===== src/rtl/alu_result_pipe_mux.sv =====
// alu_result_pipe_mux
//   Selects one of NUM_IN ALU result lanes (WIDTH data bits plus a carry bit at
//   position WIDTH) by binary opcode. The chosen result is registered behind a
//   valid/ready handshake with a 2-entry skid buffer (output register + skid).
//   in_ready depends on state only, so there is no combinational path from
//   out_ready back to the upstream stage.
// Ports:
//   clk, rst            clock, asynchronous active-high reset
//   In_bus              NUM_IN concatenated lanes, lane k at [k*(WIDTH+1) +: WIDTH+1]
//   opcode, in_valid    lane select and upstream valid
//   in_ready            block can accept this cycle (= !skid_valid)
//   Out, out_valid      registered result and its valid
//   out_ready           downstream accepts Out
//   sel_err             registered with Out; opcode was >= NUM_IN
//   op_count            accepted-operation counter, wraps at 2**CNT_W
//   zero_flag           only when ALU_MUX_FLAGS_EN is defined: data bits all zero
// Optional feature macro: ALU_MUX_FLAGS_EN

// Per-lane match: passes the lane through only when the opcode selects it, so
// the lane pick is an AND-OR tree and an out-of-range opcode yields zero.
module alu_mux_lane #(
  parameter int DW       = 33,
  parameter int SEL_W    = 4,
  parameter int LANE_IDX = 0
) (
  input  logic [DW-1:0]    lane_i,
  input  logic [SEL_W-1:0] opcode_i,
  output logic [DW-1:0]    masked_o
);
  assign masked_o = (opcode_i == SEL_W'(LANE_IDX)) ? lane_i : '0;
endmodule

module alu_result_pipe_mux #(
  parameter int WIDTH  = 32,
  parameter int NUM_IN = 16,
  parameter int SEL_W  = 4,
  parameter int CNT_W  = 16
) (
  input  logic                      clk,
  input  logic                      rst,
  input  logic [NUM_IN*(WIDTH+1)-1:0] In_bus,
  input  logic [SEL_W-1:0]          opcode,
  input  logic                      in_valid,
  output logic                      in_ready,
  output logic [WIDTH:0]            Out,
  output logic                      out_valid,
  input  logic                      out_ready,
  output logic                      sel_err,
`ifdef ALU_MUX_FLAGS_EN
  output logic                      zero_flag,
`endif
  output logic [CNT_W-1:0]          op_count
);
  localparam int DW = WIDTH + 1;

  typedef struct packed {
    logic [DW-1:0] data;
    logic          err;
`ifdef ALU_MUX_FLAGS_EN
    logic          zf;
`endif
  } res_t;

  // ---- selection ----
  logic [NUM_IN-1:0][DW-1:0] lane_masked;
  logic [DW-1:0]             sel_data;
  res_t                      sel_r;

  for (genvar k = 0; k < NUM_IN; k++) begin : g_lane
    alu_mux_lane #(.DW(DW), .SEL_W(SEL_W), .LANE_IDX(k)) u_lane (
      .lane_i   (In_bus[k*DW +: DW]),
      .opcode_i (opcode),
      .masked_o (lane_masked[k])
    );
  end

  always_comb begin
    sel_data = '0;
    for (int k = 0; k < NUM_IN; k++) sel_data = sel_data | lane_masked[k];
    sel_r      = '0;
    sel_r.data = sel_data;
    sel_r.err  = (32'(opcode) >= 32'(NUM_IN));
`ifdef ALU_MUX_FLAGS_EN
    // carry bit excluded; an error result never reports zero
    sel_r.zf   = ~sel_r.err & (sel_data[WIDTH-1:0] == '0);
`endif
  end

  // ---- state ----
  res_t             out_q, out_d, skid_q, skid_d;
  logic             out_vld_q, out_vld_d, skid_vld_q, skid_vld_d;
  logic [CNT_W-1:0] cnt_q, cnt_d;
  logic             accept, drain;

  assign in_ready = ~skid_vld_q;
  assign accept   = in_valid & in_ready;
  assign drain    = out_vld_q & out_ready;

  always_comb begin
    out_d      = out_q;
    skid_d     = skid_q;
    out_vld_d  = out_vld_q;
    skid_vld_d = skid_vld_q;
    cnt_d      = accept ? cnt_q + CNT_W'(1) : cnt_q;
    if (!out_vld_q || drain) begin
      // skid entry is older than any new input; accept cannot coincide with it
      if (skid_vld_q) begin
        out_d      = skid_q;
        out_vld_d  = 1'b1;
        skid_vld_d = 1'b0;
      end else if (accept) begin
        out_d     = sel_r;
        out_vld_d = 1'b1;
      end else begin
        out_vld_d = 1'b0;
      end
    end else if (accept) begin
      skid_d     = sel_r;
      skid_vld_d = 1'b1;
    end
  end

  always_ff @(posedge clk or posedge rst) begin
    if (rst) begin
      out_q      <= '0;
      skid_q     <= '0;
      out_vld_q  <= 1'b0;
      skid_vld_q <= 1'b0;
      cnt_q      <= '0;
    end else begin
      out_q      <= out_d;
      skid_q     <= skid_d;
      out_vld_q  <= out_vld_d;
      skid_vld_q <= skid_vld_d;
      cnt_q      <= cnt_d;
    end
  end

  assign Out       = out_q.data;
  assign sel_err   = out_q.err;
  assign out_valid = out_vld_q;
  assign op_count  = cnt_q;
`ifdef ALU_MUX_FLAGS_EN
  assign zero_flag = out_q.zf;
`endif
endmodule


===== config.mk =====
export PLATFORM = sky130hd
export DESIGN_NAME = alu_result_pipe_mux
export DESIGN_NICKNAME = d
export VERILOG_FILES = /design/src/rtl/alu_result_pipe_mux.sv
export SDC_FILE = /design/constraint.sdc
export NUM_CORES = 1
export LEC_CHECK = 0
export CORE_AREA = 2 2 232 234
export DETAILED_ROUTE_END_ITERATION = 12
export DIE_AREA = 0 0 234 236
export PLACE_DENSITY_LB_ADDON = 0.05
export SLEW_MARGIN = 10
export SYNTH_ARGS = -nofsm -noshare
export SYNTH_HDL_FRONTEND = slang
export SYNTH_SLANG_ARGS = --single-unit
export TNS_END_PERCENT = 20

===== constraint.sdc =====
create_clock -name clk -period 3.1 [get_ports clk]
set_input_delay 0.62 -clock clk [delete_from_list [all_inputs] [get_ports clk]]
set_output_delay 0.62 -clock clk [all_outputs]
set_load 0.01 [all_outputs]

After elaboration in Yosys (flattened, before gate mapping)

Cells that the tools add are included.

$add $sub $neg: 1
Reduce and logical (&&, ||, !) cells: 7
Equality and inequality tests: 15
Bitwise gates (word level): 19
Multiplexer cells: 22

Operators with widths:

| operator                | number |
|---|---|
| $mux W33                | 16 |
| $or A33 B33 Y33         | 15 |
| $mux W34                | 2 |
| $eq A4 B4 Y1 const B    | 8 |
| $add A16 B1 Y16 const B | 1 |
| $eq A4 B3 Y1 const B    | 4 |
| $eq A4 B2 Y1 const B    | 2 |
| $eq A4 B1 Y1 const B    | 1 |
| $logic_not A4 Y1        | 1 |
| $mux W1                 | 4 |
| $reduce_and A2 Y1       | 2 |
| $reduce_bool A2 Y1      | 2 |
| $and A1 B1 Y1           | 2 |
| $not A1 Y1              | 2 |
| $logic_not A1 Y1        | 1 |
| $logic_or A1 B1 Y1      | 1 |

Flip-flop bits (word level): 85
Input port bits: 536
Output and inout bits: 52
Logic and storage cells: 70

Depth between registers and ports, before layout

Gate-level depths: netlist of the first run.

Depth in word-level cells: 19
Depth in mapped cells: 9
Gate-level depth less buffers: 6

By module

From an unflattened synthesis of the first run, not the netlist that was laid out.

Cell total of the unflattened synthesis: 1043
Area total of the unflattened synthesis: 8862.2 sq um

By module, submodules not included:

| module                               | instances | area an instance (sq um) | seq. area each (sq um) | cells each |
|---|---|---|---|---|
| alu_result_pipe_mux                  | 1         | 4584.4                   | 2102.0                 | 451 |
| alu_mux_lane (g_lane[10].u_lane ...) | 6         | 266.5                    | 0.0                    | 37 |
| alu_mux_lane (g_lane[1].u_lane ...)  | 4         | 272.8                    | 0.0                    | 37 |
| alu_mux_lane (g_lane[11].u_lane ...) | 4         | 264.0                    | 0.0                    | 37 |
| alu_mux_lane (g_lane[0].u_lane)      | 1         | 270.3                    | 0.0                    | 37 |
| alu_mux_lane (g_lane[15].u_lane)     | 1         | 261.5                    | 0.0                    | 37 |

Worst setup path after synthesis of the first run

No wires, ideal clock.

Path type: input-to-reg
Start: input opcode[2]
End: register skid_q[21] in the netlist's numbering
Stages on the path: 8
Arrival time: 2.013 ns
Library setup time: 0.125 ns
Slack: 0.962 ns
Buffers on the path: 3
Path through: buf_6 > buf_6 > and2_1 > clkbuf_1 > a22oi_1 > o22ai_1 > or4_1 > mux2_2

Cells in the longest elaborated chain, start to end: 17

Ends and longest elaborated chain:

| element                                          | line | RTL |
|---|---|---|
| start, declared                                  | 42   | `input logic [SEL_W-1:0] opcode,` |
| $eq A4 B1 Y1 or $logic_not A4 Y1 (tied branches) | 30   | `assign masked_o = (opcode_i == SEL_W'(LANE_IDX)) ? lane_i : '0;` |
| $mux W33                                         | 30   |  |
| $or A33 B33 Y33 (14 in series)                   | 79   | `for (int k = 0; k < NUM_IN; k++) sel_data = sel_data \| lane_masked[k];` |
| $or A33 B33 Y33 *                                | 79   |  |
| end signal, assigned                             | 132  | `skid_q <= skid_d;` |
| end, declared                                    | 90   | `res_t out_q, out_d, skid_q, skid_d;` |

Mark *: on every way between the ends. The rest lies on a longest branch, timed or not.
A chain may end at the register's enable or synchronous reset.

Worst setup path after layout of the first run

Start: input opcode[3]
End: register out_q, in the netlist Out[9]

Cells in the longest elaborated chain, start to end: 19

Ends and longest elaborated chain:

| element                                          | line | RTL |
|---|---|---|
| $eq A4 B1 Y1 or $logic_not A4 Y1 (tied branches) | 30   |  |
| $mux W33                                         | 30   |  |
| $or A33 B33 Y33 (14 in series)                   | 79   |  |
| $or A33 B33 Y33 *                                | 79   |  |
| $mux W34 *                                       | 111  | `end else if (accept) begin` |
| $mux W34 *                                       | 107  | `if (skid_vld_q) begin` |
| end signal, assigned                             | 131  | `out_q <= out_d;` |
| end, declared                                    | 90   |  |

Mark *: on every way between the ends. The rest lies on a longest branch, timed or not. The select of a mux whose other input is x is not followed.

==> qor.csv, run 1 <==
metric,value,unit
status,"complete, no violations",
yosys_register_bits,84,
post-dp-hpwl,62000,um
slew_headroom,27.9,%
peakVddDrop,0.258,mV
post-cts-setup-buffers,0,
die_h,236,um
ys_top_cells_by_count,"a22oi_1, dfrtp_1, nor2_1, a21oi_1, nand2_1",
synthFlopType,dfrtp_1,
clock-sinks,84,
rsz0062_at_grt,no,
worst-setup-path-type,in2reg,
reg2reg_slack,1.01,ns
post_drt_wl_per_cell,31.8,um
grt_pass1_vias,11453,
whs,0.487,ns
gp_congestion,0.877,
crit_arrival,2.93,ns
synth.avg_cell_area,8.37,um^2
critical_path_required,3.33,ns
clockBufferDepth,2,
hold_path_depth,1,
path_clk_slew,0.07,ns
routed_wl,72600,um
finalHoldViolCount,0,
syn-num-nets,1517,
path_buf_inv,3,
hold_buffers,0,
drive_gt1_share,12.3,%
ctsHtreeMaxLevel,3,
setup_violations,0,
skew,0.00710,ns
rows,85,
io_buffers,586,
period_share,86.9,%
start_kind,input pin,
netlist_area,8200,um^2
ys_top_cells_by_area,"dfrtp_1, a22oi_1, mux2i_1, mux2_2, a21oi_1",
setup_tns,0,ns
cts_tree,yes,
areaGrowthSynthToFinish,91.2,%
yosysWarnings,0,
vias_per_cell,4.82,
design.core.area,53100,um^2
grt-ovfl-total,0,
fmax,0.371,GHz
synth.most_common_cell,a22oi_1,
worst_pin_slew,1.08,ns
crit_family,compound AO/OA/AOI/OAI gates,
cellLeakagePower,0.00590,uW
hold_end,op_count[12]$_DFFE_PP0P_,
grt_pass1_wl,97000,um
layout_setup_ws,0.405,ns
final_max_slew_viol_count,0,
cts-root-buf,clkbuf_16,
dr.pass1.iters,6,
dp_slack,0.0726,ns
final_core_util,29.5,%
synth_top_area_cell,dfrtp_1,
path_cells,buf_6 -> and2b_1 -> buf_4 -> a32oi_1 -> o211ai_1 -> a2111oi_2 -> buf_4 -> o21ai_0,
cp_slowest_cell,a2111oi_2,
regToRegStartpoint,skid_vld_q$_DFFE_PP0P_,
slowest_delay,0.52,ns
async_reset_ff_share,100,%
p_per_area,339,nW/um^2
fin_nets,2113,
start_util,15.4,%
drc,0,
grt_max_degree,47,
yosysUniqueCellTypes,75,
r2r-end,op_count[15]$_DFFE_PP0P_,
synth_cells,980,
numCtsBuffers,9,
crit_top_cell,buf_4,
die_area,55200,um^2
ctsResizeCount,0,
clk_latency,0.35,ns
antenna_found_initial,16,
grt_util_all_layers,25.5,%
pin_count,588,
synth-edff-count,0,
hold_path_class,reg2reg,
yosysSeqAreaShare,25.6,%
ant_nets,0,
min_period,2.69,ns
synth_top_cell_area_share,25.6,%
vias,11012,
reg2reg_depth,6,
die_w,234,um
hp-start,op_count[12]$_DFFE_PP0P_,
end_kind,flip-flop,
first_iter_violations,902,
finalPower,5320,uW
maxCapViolCount,0,
critical_path.max_fanout,35,
logic make-up after synthesis:
group                      Yosys count  synth area share, %
buffers and inverters              106                 6.93
DFF                                 84                 25.6
xor gates and xnor gates            15                 1.60
and+or+nand+nor                    324                 21.5
adders and majority gates            1                0.153
other                                1               0.0457
AOI/OAI and AO/OA                  342                 28.8
muxes                              107                 15.3
state kept, by name, indices dropped and copies added (netlist names):
register    count
Out            33
op_count       16
out_valid       1
skid_q         33
skid_vld_q      1
metrics by stage:
stage,std cells,instance area (um^2)
2_1_floorplan,980,8200
3_3_place_gp,2261,15300
3_5_place_dp,2261,15300
4_1_cts,2277,15700
5_1_grt,2282,15700
6_report,2287,15700
area by class of cell:
class	count	area (um^2)
well taps	696	871
clock inverters	5	83.8
diodes	10	25.0
repair buffers	685	6750
multi-input cells	790	5570
fillers	5763	37400
flip-flops and latches	84	2100
inverters	6	25.0
clock buffers	11	243
where the power goes:
| part | internal (uW) | total, uW | switching [uW] |
|---|---|---|---|
| Sequential | 1360 | 1540 | 183 |
| Combinational | 1370 | 2550 | 1180 |
| Clock | 732 | 1230 | 497 |
| Total | 3460 | 5320 | 1860 |
cells in the final DEF, fill, tap and decap left out, types with 14 or more instances in the layout:
cell type,instances
o21ai_0,44
o22ai_1,30
buf_4,90
nor3_1,28
a21oi_1,64
nand3b_1,15
dfrtp_1,84
nand2b_1,14
nor2_1,67
a22oi_1,85
mux2i_1,57
clkdlybuf4s50_1,582
and3_1,25
nand2_1,63
a32oi_1,19
nand3_1,28
mux2_2,38
routing by layer:
layer | global-route usage (%) | part of all wire, %
met4 | 4.68 | 1.3
met5 | 0 | 0.11
met2 | 43.8 | 49
met3 | 5.37 | 6.5
met1 | 32.9 | 43
how the worst max path moves through the flow:
stage	startpoint	endpoint	slack [ns]	cells past startpoint
3_3_place_gp	opcode[3]	Out[9]$_DFFE_PP0P_	0.1	8
5_1_grt	opcode[3]	Out[9]$_DFFE_PP0P_	0.37	8
4_1_cts	opcode[3]	Out[9]$_DFFE_PP0P_	0.45	8
6_report	opcode[3]	Out[9]$_DFFE_PP0P_	0.41	8
2_1_floorplan	rst	Out[0]$_DFFE_PP0P_	0.31	1
3_5_place_dp	opcode[3]	Out[9]$_DFFE_PP0P_	0.07	8
Power figures use the tool's default switching activity.
==> run 2: changes to the inputs <==
CELL_PAD_IN_SITES_DETAIL_PLACEMENT = 0   (was default)
CELL_PAD_IN_SITES_GLOBAL_PLACEMENT = 1   (was default)
CORE_AREA = 2 2 231 233   (was 2 2 232 234)
DIE_AREA = 0 0 233 235   (was 0 0 234 236)
==> run 2 against run 1 <==
Worst setup slack lost 0.19 ns. Power grew 0.51%. Register-to-register slack lost 0.09 ns. Largest cell class unchanged. Largest power group unchanged. Highest routed layer unchanged.
==> qor.csv, run 2 (synthesized netlist as in run 1, its figures left out) <==
metric,value,unit
finalHoldViolCount,0,
skew,0.00468,ns
crit_top_cell,buf_4,
io_buffers,586,
post-cts-setup-buffers,0,
clockBufferDepth,2,
slowest_delay,0.75,ns
period_share,93.2,%
cellLeakagePower,0.00594,uW
grt_pass1_vias,11661,
start_kind,input pin,
final_cell_mix,"clkdlybuf4s50_1, buf_4, a22oi_1, dfrtp_1, nor2_1",
clock-sinks,84,
path_cells,buf_6 -> and2b_1 -> buf_4 -> a22oi_1 -> o221ai_1 -> nor3_1 -> buf_4 -> o22ai_1,
layout_commonest_cell,clkdlybuf4s50_1,
grt_util_all_layers,26.3,%
grtUsageMet3,6.27,%
ant_nets,0,
end_kind,flip-flop,
cts_tree,yes,
post_drt_wl_per_cell,32.1,um
hold_path_class,reg2reg,
vias_per_cell,4.81,
setup_violations,0,
post-dp-hpwl,62500,um
hp-start,op_count[7]$_DFFE_PP0P_,
fillCellCount,5583,
dp_cells,2262,
maxCapViolCount,0,
design.core.area,52200,um^2
die_h,235,um
grt_max_degree,48,
vias,11038,
critical_path.max_fanout,47,
final_cells,2293,
dp_slack,-0.0455,ns
die_area,54800,um^2
grt-busiest-layer,met2,
clk_latency,0.35,ns
start_util,15.7,%
dr.pass1.iters,5,
grt-ovfl-total,0,
rsz0062_at_grt,no,
fin_nets,2122,
ctsHtreeMaxLevel,3,
numCtsBuffers,9,
first_iter_violations,674,
worst_pin_slew,1.14,ns
gp_congestion,0.858,
slew_headroom,23.4,%
final_max_slew_viol_count,0,
cp-startpoint,opcode[3],
critical_path_required,3.33,ns
rows,84,
path_buf_inv,3,
reg2reg_slack,0.92,ns
status,"complete, no violations",
cp_slowest_cell,nor3_1,
cts-root-buf,clkbuf_16,
crit_arrival,3.12,ns
grt_use_met2,44.5,%
fmax,0.346,GHz
path_clk_slew,0.06,ns
hold_buffers,0,
areaGrowthSynthToFinish,91.7,%
grt_util_met1,33.2,%
crit_family,simple AND/OR/NAND/NOR gates,
regToRegStartpoint,skid_vld_q$_DFFE_PP0P_,
drive_gt1_share,12.7,%
ctsResizeCount,0,
grt_pass1_wl,98700,um
drc,0,
pin_count,588,
min_period,2.89,ns
routed_wl,73700,um
whs,0.490,ns
p_per_area,340,nW/um^2
antenna_found_initial,28,
worst-setup-path-type,in2reg,
layout_setup_ws,0.212,ns
die_w,233,um
peakVddDrop,0.246,mV
==> run 2: final cells by class <==
class / instances / area (um^2) / share of cell area [%]
clock inverters: 3 / 67.6 / 0.430
multi-input cells: 790 / 5570 / 35.4
repair buffers: 694 / 6780 / 43.2
flip-flops and latches: 84 / 2100 / 13.4
clock buffers: 13 / 270 / 1.72
diodes: 15 / 37.5 / 0.239
inverters: 6 / 25.0 / 0.159
well taps: 688 / 861 / 5.48
==> run 2: path summary, 6_finish.rpt <==
kind / endpoint / cells past startpoint
max: Out[23]$_DFFE_PP0P_ / 8
min reg2reg: op_count[7]$_DFFE_PP0P_ / 1
max in group asynchronous: Out[20]$_DFFE_PP0P_ / 3
max reg2reg: op_count[15]$_DFFE_PP0P_ / 6
min: op_count[7]$_DFFE_PP0P_ / 1
min in group asynchronous: op_count[15]$_DFFE_PP0P_ / 2
==> run 2: power breakdown <==
part	internal [uW]	total, uW	switching, uW
Sequential	1360	1550	188
Combinational	1380	2550	1170
Clock	774	1250	476
==> run 2: per-stage QoR <==
stage / util [%] / TNS (ns) / cell area, um^2 / power (uW)
6_report: 30.1 / 0 / 15700 / 5350
5_1_grt: 30.1 / 0 / 15700 / 5640
4_1_cts: 30.0 / 0 / 15700 / 5410
3_5_place_dp: 29.4 / -0.0839 / 15300 / 4130
3_3_place_gp: 29.4 / -0.0457 / 15300 / 4120
2_1_floorplan: - / 0 / 8200 / 2450
==> run 2: routing by layer <==
metal	vias to the layer above	part of all wire [%]
li1	5044	-
met1	5438	43
met2	450	49
met3	78	6.5
met4	28	1.7
met5	-	0.26
